**config.mk**
```make
export PLATFORM = sky130hd
export DESIGN_NAME = mult_booth_n
export DESIGN_NICKNAME = d
export VERILOG_FILES = /design/src/rtl/mult_pkg.sv /design/src/rtl/uc_booth.sv /design/src/rtl/mult_booth_n.sv
export SDC_FILE = /design/constraint.sdc
export NUM_CORES = 1
export LEC_CHECK = 0
export CORE_MARGIN = 4
export CORE_UTILIZATION = 63
export DETAILED_ROUTE_END_ITERATION = 16
export DONT_BUFFER_PORTS = 1
export GPL_ROUTABILITY_DRIVEN = 0
export GPL_TIMING_DRIVEN = 0
export PLACE_DENSITY = 0.79
export SYNTH_ARGS = -nofsm -noshare
export SYNTH_HDL_FRONTEND = slang
export SYNTH_SLANG_ARGS = --single-unit
```
**constraint.sdc**
```tcl
create_clock -name clk -period 2.9 [get_ports clk]
set_clock_uncertainty 0.15 [all_clocks]
set_input_delay 0.725 -clock clk [delete_from_list [all_inputs] [get_ports clk]]
set_output_delay 0.725 -clock clk [all_outputs]
set_load 0.03 [all_outputs]
```
**src/rtl/mult_pkg.sv**
```systemverilog
// mult_pkg: shared state, Booth op codes and counter width for the Booth multiplier
package mult_pkg;
  typedef enum logic [1:0] {IDLE, RUN, DONE} state_t;
  typedef enum logic [1:0] {OP_NOP, OP_ADD, OP_SUB} op_t;
  function automatic int cnt_w(input int n);
    return $clog2(n + 2);
  endfunction
endpackage

```
**src/rtl/uc_booth.sv**
```systemverilog
// uc_booth: control FSM and iteration counter steering the Booth datapath
module uc_booth
  import mult_pkg::*;
#(
  parameter int N = 8
) (
  input  logic clk,
  input  logic reset_n,
  input  logic start,
  input  logic q0,
  input  logic qm1,
  output logic load,
  output logic add,
  output logic sub,
  output logic shift,
  output logic store,
  output logic fin,
  output logic ocupado
);
  localparam int CW = cnt_w(N);
  state_t state;
  logic [CW-1:0] cnt;
  op_t op;
  assign op = {q0, qm1} == 2'b01 ? OP_ADD : {q0, qm1} == 2'b10 ? OP_SUB : OP_NOP;
  assign load = state == IDLE && start;
  assign shift = state == RUN;
  assign add = shift && op == OP_ADD;
  assign sub = shift && op == OP_SUB;
  assign store = state == DONE;
  always_ff @(posedge clk) begin
    if (!reset_n) begin
      state <= IDLE;
      cnt <= '0;
      fin <= 1'b0;
      ocupado <= 1'b0;
    end else begin
      fin <= store;
      if (load) begin
        state <= RUN;
        cnt <= CW'(N + 1);
        ocupado <= 1'b1;
      end else if (shift) begin
        cnt <= cnt - CW'(1);
        if (cnt == CW'(1)) begin
          state <= DONE;
          ocupado <= 1'b0;
        end
      end else if (store) begin
        state <= IDLE;
      end
    end
  end
endmodule

```
**src/rtl/mult_booth_n.sv**
```systemverilog
// mult_booth_n: sequential radix-2 Booth multiplier, signed or unsigned N-bit operands
module mult_booth_n
  import mult_pkg::*;
#(
  parameter int N = 8
) (
  input  logic           clk,
  input  logic           reset_n,
  input  logic           start,
  input  logic           signo,
  input  logic [N-1:0]   multiplicador,
  input  logic [N-1:0]   multiplicando,
  output logic [2*N-1:0] producto,
  output logic           ocupado,
  output logic           fin
);
  logic [N:0] a, m, q, sum;
  logic qm1, load, add, sub, shift, store;
  uc_booth #(.N(N)) uc (
    .clk(clk), .reset_n(reset_n), .start(start), .q0(q[0]), .qm1(qm1),
    .load(load), .add(add), .sub(sub), .shift(shift), .store(store),
    .fin(fin), .ocupado(ocupado)
  );
  assign sum = add ? a + m : sub ? a - m : a;
  // One extra operand bit lets unsigned inputs run as ordinary signed Booth
  always_ff @(posedge clk) begin
    if (!reset_n) begin
      a <= '0;
      m <= '0;
      q <= '0;
      qm1 <= 1'b0;
      producto <= '0;
    end else if (load) begin
      a <= '0;
      qm1 <= 1'b0;
      m <= {signo & multiplicando[N-1], multiplicando};
      q <= {signo & multiplicador[N-1], multiplicador};
    end else if (shift) begin
      {a, q, qm1} <= {sum[N], sum, q};
    end else if (store) begin
      producto <= {a[N-2:0], q};
    end
  end
endmodule

```
---- Word level (Yosys, flattened, before mapping) ----
Cells that the tools add are included.
storage, ports and cells
  register bits after elaboration ......... 51
  input port bits ......................... 20
  output and inout port bits .............. 18
  word-level logic and storage cells ...... 56
cells by class
  add/sub/neg operators ................... 3
  equal/unequal tests ..................... 9
  mux-type cells .......................... 15
  bitwise logic cells ..................... 5
  reduce and logical (&&, ||, !) cells .... 13
operators by type and width
  operator                                                            number
  9-bit two-way mux                                                   4
  2-bit two-way mux                                                   5
  9-bit adder                                                         1
  9-bit subtractor                                                    1
  4-bit two-way mux                                                   2
  2-bit by 1-bit == test with 1-bit output, second input constant     3
  2-bit == test, second input constant                                3
  2-bit AND reduction                                                 3
  2-bit nonzero test                                                  3
  4-bit by 1-bit == test with 1-bit output, second input constant     1
  1-bit two-way mux                                                   4
  4-bit by 1-bit subtractor with 4-bit output, second input constant  1
  1-bit logical AND                                                   3
  3-bit inequality test, second input constant                        1
  1-bit inverter                                                      3
  3-bit AND reduction                                                 1
  3-bit nonzero test                                                  1
  1-bit AND                                                           2
  2-bit logical NOT                                                   1
  2-bit inequality test, second input constant                        1
  2-bit OR reduction                                                  1

---- Depth between registers and ports, before layout ----
Gate-level depths: netlist of the first run.
  depth after elaboration ................. 9
  mapped depth ............................ 10
  gate-level depth less buffers ........... 10

---- Hierarchy ----
Synthesis of the first run repeated with hierarchy kept, for this count alone.
unflattened totals
  cell total of the unflattened synthesis .. 355
  area total of the unflattened synthesis .. 3016.6 sq um
modules (own cells, without submodules)
  module        times used  cells each  area an instance (sq um)  sequential area each (sq um)
  mult_booth_n  1           312         2622.5                    860.8
  uc_booth      1           43          394.1                     160.2

---- Worst setup path after synthesis of the first run ----
Ideal clock, no wire load.
  path type ............................... reg-to-reg
  from .................................... reg a[0]
  to ...................................... reg a[7] (netlist name)
  setup time .............................. 0.070 ns
  arrival ................................. 1.874 ns
  path slack .............................. 0.806 ns
  cell stages (with the launch flop) ...... 11
  path through ............................ dfxtp_1 inv_1 ha_1 inv_1 fa_1 a211oi_4 o31ai_4 o31ai_2 xnor2_1 nand2_1 a21oi_1
on the way
  cells in the longest elaborated chain, start to end .. 3
  elaborated cells on any way between the ends .. 4
  classes of those cells .................. add/sub: 2; mux: 2
ends and longest elaborated chain
  item                    RTL line            source
  start, declared         mult_booth_n.sv:17  logic [N:0] a, m, q, sum;
  start signal, assigned  mult_booth_n.sv:39  {a, q, qm1} <= {sum[N], sum, q};
  9-bit subtractor        mult_booth_n.sv:24  assign sum = add ? a + m : sub ? a - m : a;
  9-bit two-way mux       mult_booth_n.sv:24
  9-bit two-way mux (*)   mult_booth_n.sv:24
Mark *: on every way between the ends. The rest lies on a longest branch, timed or not.
A chain may end at the register's enable or synchronous reset.

---- Final worst setup path of the first run ----
  from .................................... reg a[0]
  to ...................................... reg a[7] (netlist name)
on the way
  cells in the longest elaborated chain, start to end .. 3
  elaborated cells on any way between the ends .. 4
  classes of those cells .................. add/sub: 2; mux: 2
ends and longest elaborated chain
  item                   RTL line
  9-bit subtractor       mult_booth_n.sv:24
  9-bit two-way mux      mult_booth_n.sv:24
  9-bit two-way mux (*)  mult_booth_n.sv:24
Marked as above.

==> qor.txt, run 1 <==
Layout cells sized above 1 = 7.838%
CP max FO = 5
Final setup margin = 0.6241 ns
Yosys top cell by area = dfxtp_1
Fin. max-slew vios = 0
Main flop type after synthesis = dfxtp_1
GRT overflow = 0
Die Y = 76.06 um
Setup Fix Bufs, Post-CTS = 0
Setup violators final = 0
Post-cts resize count = 0
DRT Pass-1 Iters = 4
Cells after Synth = 362
Final hold violations = 0
Antenna Nets Post-Route = 0
Yosys top cell area share = 34.99%
Reg-to-reg slack, setup = 0.62 ns
Vias = 2405
Clock sink total = 51
Worst Path Arrival = 2.37 ns
IO Pins = 38
Largest net degree at the start of global routing = 16
Starting Density = 66.10%
Clk Latency, worst-skew pair = 0.31 ns
Setup TNS = 0 ns
Worst hold path endpoint = m[8]
Clk slew on worst S/H paths = 0.09 ns
Worst hold path cell count = 2
EDFF count, synth = 0
Number of global-route vias before repair = 2268
Setup crit end kind = register
Layout Utilization = 70.24%
Mapped cell area = 2918 um2
Clk root buf = clkbuf_8
MaxCap Viol Count = 0
Most frequent cell after synthesis = nand2_1
DP Wirelength = 4757 um
Class of the worst hold path = register to register
CTS tree = done
Setup Crit Path Kind = register to register
Gr usage total = 22.14%
Mean post-synth cell area = 8.060 um2
Largest cells by area after synthesis = dfxtp_1, nand2_1, ha_1
Drt total wl = 6169 um
WL/cell = 14.62 um
Power Dens Cells = 536.3 nW/um2
Hold Startpoint = m[8]
CTS Buf Count = 5
Unrepaired setup endpoints after global routing = false
Row count = 24
Syn Nets = 402
Synth-to-layout area growth = 6.261%
# diodes = 0
Yosys warns = 0
Antenna violations before repair = 0
Maximum root-to-sink buffer count = 2
Critical Path RT = 2.99 ns
Asr flop ratio synth = 0%
Worst-case reg-to-reg path depth = 10
Worst slack, placed = 0.6507 ns
Highest clock rate = 0.4394 GHz
Crit path launch type = register
Core area = 4414 um2
Initial DRC count = 103
DRC Markers = 0
Yosys reg bits = 51
Commonest cells in the netlist = nand2_1, dfxtp_1, a21oi_1
# nets final = 409
Die Wd = 76.06 um
Status = finished clean
Post-synthesis sequential area ratio = 34.99%
Final period util = 78.48%
Worst r2r dst = a[7]
Die area = 5784 um2
Hold WS = 0.3201 ns
Rel. slew slack = 64.76%
Distinct cell type count after synthesis = 44
VDD IR max = 0.0004103 V
H-tree depth = 2
Min Tclk post-route = 2.276 ns
First-pass GRT wire length = 10770 um
Fillers = 369
Port Buffers = 0
Worst-Margin Slew = 0.5248 ns
LEAKAGE = 1.260 nW
Vias/cell = 5.699
R2R Path Start = a[0]
Cts-stage hold buffer count = 0
-- flip-flops by register name, indices dropped and copies added (netlist names), 2 cells and up --
name,count
a,8
m,9
producto,16
q,9
uc.cnt,4
uc.state,2
-- cell usage in the layout, fill, tap and decap left out, types with 10 or more instances in the layout --
cell,instances
nand2_1,83
dfxtp_1,51
a21oi_1,23
a21boi_1,20
ha_1,18
inv_1,17
nor2_1,15
xnor2_1,14
nand2b_1,11
o21ai_0,11
buf_2,10
nand3_1,10
-- cells by family (layout without fill, tap and decap cells) --
logic type,after synthesis,in the layout,share of synthesized area (%)
AO/OA/AOI/OAI,98,98,23.80
XOR/XNOR,16,16,4.803
adder cells (fa/ha/maj),20,20,9.091
buffers and inverters,37,45,5.703
flip-flops,51,51,34.99
multiplexers,1,1,0.3431
AND/OR/NAND/NOR,139,139,21.27
-- power by group --
| part | switching (mW) | internal [mW] | leakage, nW |
|---|---|---|---|
| Combinational | 0.209 | 0.161 | 0.783 |
| Clock | 0.228 | 0.279 | 0.0612 |
| Sequential | 0.0457 | 0.740 | 0.416 |
| Total | 0.482 | 1.18 | 1.26 |
-- worst max path at each step --
stage	startpoint	slack (ns)	cells after the start	endpoint
6_report	a[0]	0.62	10	a[7]
5_1_grt	a[0]	0.44	10	a[7]
4_1_cts	a[0]	0.61	10	a[7]
3_5_place_dp	a[0]	0.65	10	a[7]
3_3_place_gp	a[0]	0.64	10	a[7]
2_1_floorplan	a[0]	0.81	10	a[7]
-- through the flow --
stage	area (um2)	power, mW	instances
2_1_floorplan	2918	1.097	362
3_3_place_gp	2983	1.160	414
3_5_place_dp	2983	1.170	414
4_1_cts	3100	1.667	422
5_1_grt	3100	1.761	422
6_report	3100	1.663	422
-- layer usage --
layer,GRT usage (%),vias to the layer above,share of wire (%)
met2,34.16,43,46
met5,0,-,0
met3,4.492,7,4.7
li1,-,1241,-
met1,31.58,1114,48
met4,5.769,0,1.2
-- area by class of cell --
class	instances	area, um2	share of cell area, %
Buffer	20	102.6	3.309
Multi-Input combinational cell	274	1730	55.81
Clock inverter	2	35.03	1.130
Inverter	17	63.81	2.058
Clock buffer	6	82.58	2.663
Sequential cell	51	1021	32.93
Tap cell	52	65.06	2.098
-- critical path, cell delays in order (launching register included) --
cell	delay, ns
dfxtp_1	0.37
inv_1	0.07
ha_1	0.18
inv_1	0.06
fa_1	0.43
a211oi_4	0.29
o31ai_4	0.12
o31ai_2	0.22
xnor2_1	0.14
nand2_1	0.06
a21oi_1	0.14
Power figures use the tool's default switching activity.
==> run 2: changes to the inputs <==
--- a/config.mk
+++ b/config.mk
@@ -6,12 +6,12 @@
 export NUM_CORES = 1
 export LEC_CHECK = 0
 export CORE_MARGIN = 4
-export CORE_UTILIZATION = 63
+export CORE_UTILIZATION = 57
 export DETAILED_ROUTE_END_ITERATION = 16
 export DONT_BUFFER_PORTS = 1
 export GPL_ROUTABILITY_DRIVEN = 0
 export GPL_TIMING_DRIVEN = 0
-export PLACE_DENSITY = 0.79
+export PLACE_DENSITY = 0.75
 export SYNTH_ARGS = -nofsm -noshare
 export SYNTH_HDL_FRONTEND = slang
 export SYNTH_SLANG_ARGS = --single-unit
==> constraint.sdc (replaced) <==
create_clock -name clk -period 1.94 [get_ports clk]
set_clock_uncertainty 0.15 [all_clocks]
set_input_delay 0.485 -clock clk [delete_from_list [all_inputs] [get_ports clk]]
set_output_delay 0.485 -clock clk [all_outputs]
set_load 0.03 [all_outputs]
==> run 2 against run 1 <==
  * Hold slack worse by 0.18 ns
  * Register-to-register slack got worse by 0.91 ns
  * Wire length is 10% higher
  * Fmax grew 2.2%
  * Critical path type unchanged
  * Via count increased by 4.5%
  * Non-clock buffer count is 6 higher
  * Combinational power grew 77%
  * The flow now finishes with violations (setup timing)
  * Cell count up 5.0%
==> qor.txt, run 2 (synthesis gave the netlist of run 1 again) <==
WL/cell = 15.31 um (+4.7%)
Antenna Nets Post-Route = 0 (unchanged)
Worst Path Arrival = 2.31 ns (-0.06 ns)
Drt total wl = 6783 um (+10%)
Cell Area, Placed = 3018 um2 (+1.2%)
CP max FO = 4 (-1)
DRC Markers = 0 (unchanged)
Post-route cell area = 3337 um2 (+7.6%)
Largest Register = producto
CTS tree = done
Crit path launch type = register
Highest clock rate = 0.4491 GHz (+2.2%)
Port Buffers = 0 (unchanged)
GR met3 Demand/Resource = 5.305% (+0.81 points)
Failing checks = setup timing
Die Wd = 79.55 um (+4.6%)
Final period util = 114.8% (+36 points)
Critical Path RT = 2.02 ns (-0.97 ns)
Commonest non-fill, non-tap cell in the layout = nand2_1
Clk Latency, worst-skew pair = 0.30 ns (about the same)
Rel. slew slack = 59.11% (-5.7 points)
Setup crit end kind = register
Class of the worst hold path = primary input to register
Fin. max-slew vios = 0 (unchanged)
Unrepaired setup endpoints after global routing = true
Most used routing layer = met2
# nets final = 415 (+1.5%)
H-tree depth = 2 (unchanged)
Setup TNS = -0.6972 ns (-0.6972 ns)
VDD IR max = 0.0004734 V (+15%)
Initial DRC count = 122 (+18%)
Clock sink total = 51 (unchanged)
Clock share of power = 25.0% (-5.5 points)
Fillers = 425 (+15%)
Maximum root-to-sink buffer count = 2 (unchanged)
Grt met1 use = 32.07% (+0.49 points)
Die Y = 79.55 um (+4.6%)
# diodes = 0 (unchanged)
Psw = 0.7892 mW (+64%)
CTS Buf Count = 5 (unchanged)
First-pass GRT wire length = 11510 um (+6.9%)
Worst hold path cell count = 2 (unchanged)
Reg-to-reg slack, setup = -0.29 ns (-0.91 ns)
DP Wirelength = 4968 um (+4.4%)
Layout cells sized above 1 = 20.48% (+13 points)
Worst-case reg-to-reg path depth = 11 (+1)
Pwr Total = 2.444 mW (+47%)
Largest net degree at the start of global routing = 17 (+1)
Vias = 2514 (+4.5%)
Setup Crit Path Kind = register to register
Seq pwr share = 48.3% (+1.0 points)
GRT overflow = 0 (unchanged)
Multi-input logic area = 1904 um2 (+10%)
Commonest cells after routing, fill and taps aside = nand2_1, dfxtp_1, a21boi_1, a21oi_1, nor2_1
Die area = 6327 um2 (+9.4%)
Sequential cell area = 1041 um2 (+2.0%)
MaxCap Viol Count = 0 (unchanged)
Core area = 4848 um2 (+9.8%)
Status = finished with violations
Gr usage total = 22.92% (+0.77 points)
Final hold violations = 0 (unchanged)
Power Dens Cells = 732.5 nW/um2 (+37%)
Largest register FFs = 16 (unchanged)
GR Util met2 = 35.56% (+1.4 points)
Clk root buf = clkbuf_8
Starting Density = 60.18% (-5.9 points)
IO Pins = 38 (unchanged)
Sw Ratio = 32.29% (+3.3 points)
Min Tclk post-route = 2.227 ns (-0.04904 ns)
Setup violators final = 5 (+5)
Synth-to-layout area growth = 14.37%
Antenna violations before repair = 0 (unchanged)
Clk slew on worst S/H paths = 0.09 ns (about the same)
LEAKAGE = 1.294 nW (+2.7%)
Final setup margin = -0.2868 ns (-0.9110 ns)
Number of global-route vias before repair = 2458 (+8.4%)
Worst-Margin Slew = 0.6090 ns (+0.08418 ns)
Row count = 25 (+4.2%)
Regs by FF count = producto: 16 flops, m: 9 flops, q: 9 flops
Combinational share of power = 26.8% (+4.5 points)
Pint = 1.655 mW (+40%)
Vias/cell = 5.675 (-0.42%)
DRT Pass-1 Iters = 4 (unchanged)
-- run 2: cell types whose count changed in the layout (fill, tap and decap cells not counted), sizes merged --
cell / before / now
buf: 13 / 19
bufinv: 1 / 0
clkbuf: 13 / 12
clkinvlp: 0 / 2
-- run 2: path summary, 6_finish.rpt --
kind / to / startpoint
setup reg to reg: a[5] / a[0]
hold / removal: m[4] / multiplicando[4]
setup / recovery: a[5] / a[0]
hold reg to reg: m[8] / m[8]
-- run 2: power groups by stage --
stage / Clock [mW] / Sequential, mW / Combinational (mW)
after floorplan: 0 / 1.18 / 0.464
after global placement: 0 / 1.20 / 0.547
after detailed placement: 0 / 1.20 / 0.561
after CTS: 0.617 / 1.18 / 0.608
after global routing: 0.664 / 1.19 / 0.726
final: 0.610 / 1.18 / 0.655
-- run 2: layout make-up --
class | count | area share (%)
flip-flops and latches | 51 | 31.20
inverters | 17 | 1.912
clock buffers | 5 | 2.062
multi-input cells | 274 | 57.07
repair buffers | 6 | 1.350
plain buffers | 20 | 3.300
well taps | 67 | 2.512
clock inverters | 3 | 0.5999
-- run 2: timing repair --
| item | CTS | global route |
|---|---|---|
| gates resized for setup | 33 | 12 |
| gates cloned | 0 | 0 |
| setup buffers | 3 | 3 |
| pin swaps | 4 | 5 |
| endpoints found under the setup margin | 6 | 6 |
| hold buffers | 0 | 0 |
-- run 2: stage by stage --
stage               hold slack [ns]  utilization (%)  setup slack [ns]  cells
floorplan                    0.2909                -          -0.09057    362
global placement             0.3055            62.25           -0.2628    429
detailed placement           0.3079            62.25           -0.2657    429
CTS                          0.1445            67.02           -0.2408    440
global route                 0.1437            68.83           -0.3340    443
finish                       0.1440            68.83           -0.2868    443
-- run 2: critical path: stages, from the launching register on --
cell	delay, ns
dfxtp_4	0.37
inv_2	0.06
ha_4	0.13
inv_2	0.03
fa_2	0.36
a211oi_4	0.28
o31ai_4	0.11
buf_4	0.15
xnor2_2	0.12
a21oi_1	0.17
a21oi_1	0.07
a211oi_2	0.13
-- run 2: metal layers --
metal	vias to the layer above	part of all wire [%]
met4	0	1.5
met5	-	0
met1	1176	48
li1	1250	-
met3	13	6.9
met2	75	44
==> run 3: changes to the inputs <==
--- a/config.mk
+++ b/config.mk
@@ -5,6 +5,7 @@
 export SDC_FILE = /design/constraint.sdc
 export NUM_CORES = 1
 export LEC_CHECK = 0
+export CORE_ASPECT_RATIO = 1.25
 export CORE_MARGIN = 4
 export CORE_UTILIZATION = 57
 export DETAILED_ROUTE_END_ITERATION = 16
@@ -15,3 +16,4 @@
 export SYNTH_ARGS = -nofsm -noshare
 export SYNTH_HDL_FRONTEND = slang
 export SYNTH_SLANG_ARGS = --single-unit
+export TNS_END_PERCENT = 10
==> run 3 against run 2 <==
  * The run still ends with setup timing left
  * Via count decreased by 2.9%
  * Die area up 0.12%
  * Wire length is 2.8% lower
  * Hold slack improved by 0.0016 ns
  * Clock-buffer cell count grew 2
  * Cell count down 2.3%
==> qor.txt, run 3 (synthesis gave the netlist of run 1 again) <==
Status = finished with violations
Failing checks = setup timing
Unrepaired setup endpoints after global routing = true
CP most frequent cell = inv_2
Critical path's largest stage delay = 0.39 ns (+0.02 ns)
DRT Pass-1 Iters = 4 (unchanged)
Clk Latency, worst-skew pair = 0.30 ns (about the same)
R2R Path Start = a[0]
Number of global-route vias before repair = 2454 (-0.16%)
# diodes = 0 (unchanged)
Highest clock rate = 0.4479 GHz (-0.26%)
Power Dens Cells = 759.3 nW/um2 (+3.7%)
Row count = 28 (+12%)
Vias/cell = 5.640 (-0.62%)
DRC Markers = 0 (unchanged)
Sequential cell area = 1031 um2 (-0.96%)
Port Buffers = 0 (unchanged)
Worst Path Arrival = 2.32 ns (about the same)
Setup violators final = 4 (-1)
Critical Path RT = 2.03 ns (about the same)
Min Tclk post-route = 2.233 ns (+0.005780 ns)
Drt total wl = 6592 um (-2.8%)
CTS Buf Count = 5 (unchanged)
CP cell instances = inv_2 > ha_4 > inv_2 > fa_2 > a211oi_4 > o31ai_4 > o31ai_2 > xnor2_1 > nand2_1 > a21oi_2
Core area = 4835 um2 (-0.28%)
Fillers = 436 (+2.6%)
Non-Filler Instances = 433 (-2.3%)
Synth-to-layout area growth = 8.576%
First-pass GRT wire length = 11240 um (-2.3%)
Largest register FFs = 16 (unchanged)
Rel. slew slack = 64.63% (+5.5 points)
Maximum root-to-sink buffer count = 2 (unchanged)
Largest net degree at the start of global routing = 16 (-1)
Crit. Startpoint = a[0]
Hold Startpoint = multiplicando[0]
Clock sink total = 51 (unchanged)
Setup Crit Path Kind = register to register
Regs by FF count = producto: 16 flops, m: 9 flops, q: 9 flops
Die Y = 87.99 um (+11%)
# nets final = 412 (-0.72%)
DP Wirelength = 5058 um (+1.8%)
WL/cell = 15.22 um (-0.57%)
Antenna violations before repair = 0 (unchanged)
GRT overflow = 0 (unchanged)
H-tree depth = 2 (unchanged)
Initial DRC count = 94 (-23%)
Final period util = 115.1% (+0.30 points)
Final setup margin = -0.2926 ns (-0.005780 ns)
CP max FO = 3 (-1)
Cts-stage hold buffer count = 0 (unchanged)
Crit path launch type = register
Gr usage total = 22.06% (-0.86 points)
MaxCap Viol Count = 0 (unchanged)
Multi-input logic area = 1778 um2 (-6.6%)
Hold WS = 0.1457 ns (+0.001643 ns)
Commonest cells after routing, fill and taps aside = nand2_1, dfxtp_1, a21oi_1, a21boi_1, ha_1
Final hold violations = 0 (unchanged)
Layout cells sized above 1 = 12.87% (-7.6 points)
Commonest non-fill, non-tap cell in the layout = nand2_1
Clk root buf = clkbuf_8
Clk slew on worst S/H paths = 0.09 ns (about the same)
IO Pins = 38 (unchanged)
Antenna Nets Post-Route = 0 (unchanged)
CTS tree = done
Die area = 6335 um2 (+0.12%)
Setup crit end kind = register
Class of the worst hold path = primary input to register
Slowest-stage cell, CP = fa_2
Starting Density = 60.35% (+0.17 points)
Worst-Margin Slew = 0.5268 ns (-0.08217 ns)
LEAKAGE = 1.273 nW (-1.6%)
Die Wd = 72.00 um (-9.5%)
Largest Register = producto
Fin. max-slew vios = 0 (unchanged)
Vias = 2442 (-2.9%)
VDD IR max = 0.0005436 V (+15%)
Placed cells = 422 (-1.6%)
## run 3: cell count changes in the layout (fill, tap and decap cells not counted), moves of 3 or more
cell / delta
dfxtp_1: +6
a21oi_2: -4
ha_1: +3
dfxtp_2: -5
ha_4: -3
inv_2: -4
a21oi_1: +4
inv_1: +4
## run 3: routing by layer
metal	GRT usage (%)	vias to the layer above	routed length, um
met5	0	-	0
met4	7.521	0	146
met3	4.133	11	314
met2	39.80	55	3328
met1	26.06	1130	2802
li1	-	1246	-
## run 3: timing repair
item / in CTS / in global routing
resized for setup: 15 / 4
buffers inserted: 3 / 0
setup endpoints to repair: 5 / 6
cloned: 0 / 0
pin swaps: 9 / 2
## run 3: worst max-delay path, delay by kind of cell, from the launching register on
kind	cells	cell delay [ns]
compound gates	4	0.81
xor+xnor	1	0.16
fa+ha+maj	2	0.51
buf+inv	2	0.09
flops	1	0.36
simple gates	1	0.09
## run 3: path summary, 6_finish.rpt
path,to,slack (ns),cells after the start
setup / recovery,a[7],-0.29,10
hold / removal,m[0],0.15,2
setup reg to reg,a[7],-0.29,10
hold reg to reg,m[4],0.32,2
## run 3: cell type report
| class | instances | area share [%] |
|---|---|---|
| sequential | 51 | 32.54 |
| tap | 60 | 2.370 |
| multi-input combinational | 274 | 56.12 |
| inverter | 17 | 2.014 |
| clock inverter | 1 | 0.2765 |
| clock buffer | 7 | 2.725 |
| timing repair buffer | 3 | 0.7109 |
| buffer | 20 | 3.239 |
## run 3: power by group
group,total [mW],switching [mW],internal (mW)
Clock,0.645,0.352,0.293
Sequential,1.17,0.0664,1.11
Combinational,0.586,0.333,0.253
## run 3: metrics by stage
| step | setup WS, ns | TNS, ns | power, mW | cell area (um2) | utilization (%) |
|---|---|---|---|---|---|
| global route | -0.3586 | -1.562 | 2.538 | 3168 | 65.53 |
| CTS | -0.2836 | -0.7139 | 2.409 | 3148 | 65.11 |
| global placement | -0.3116 | -0.7513 | 1.746 | 2995 | 61.96 |
| detailed placement | -0.3347 | -0.8879 | 1.758 | 2995 | 61.96 |
| floorplan | -0.1209 | -0.2234 | 1.641 | 2920 | - |
| finish | -0.2926 | -0.7534 | 2.405 | 3168 | 65.53 |
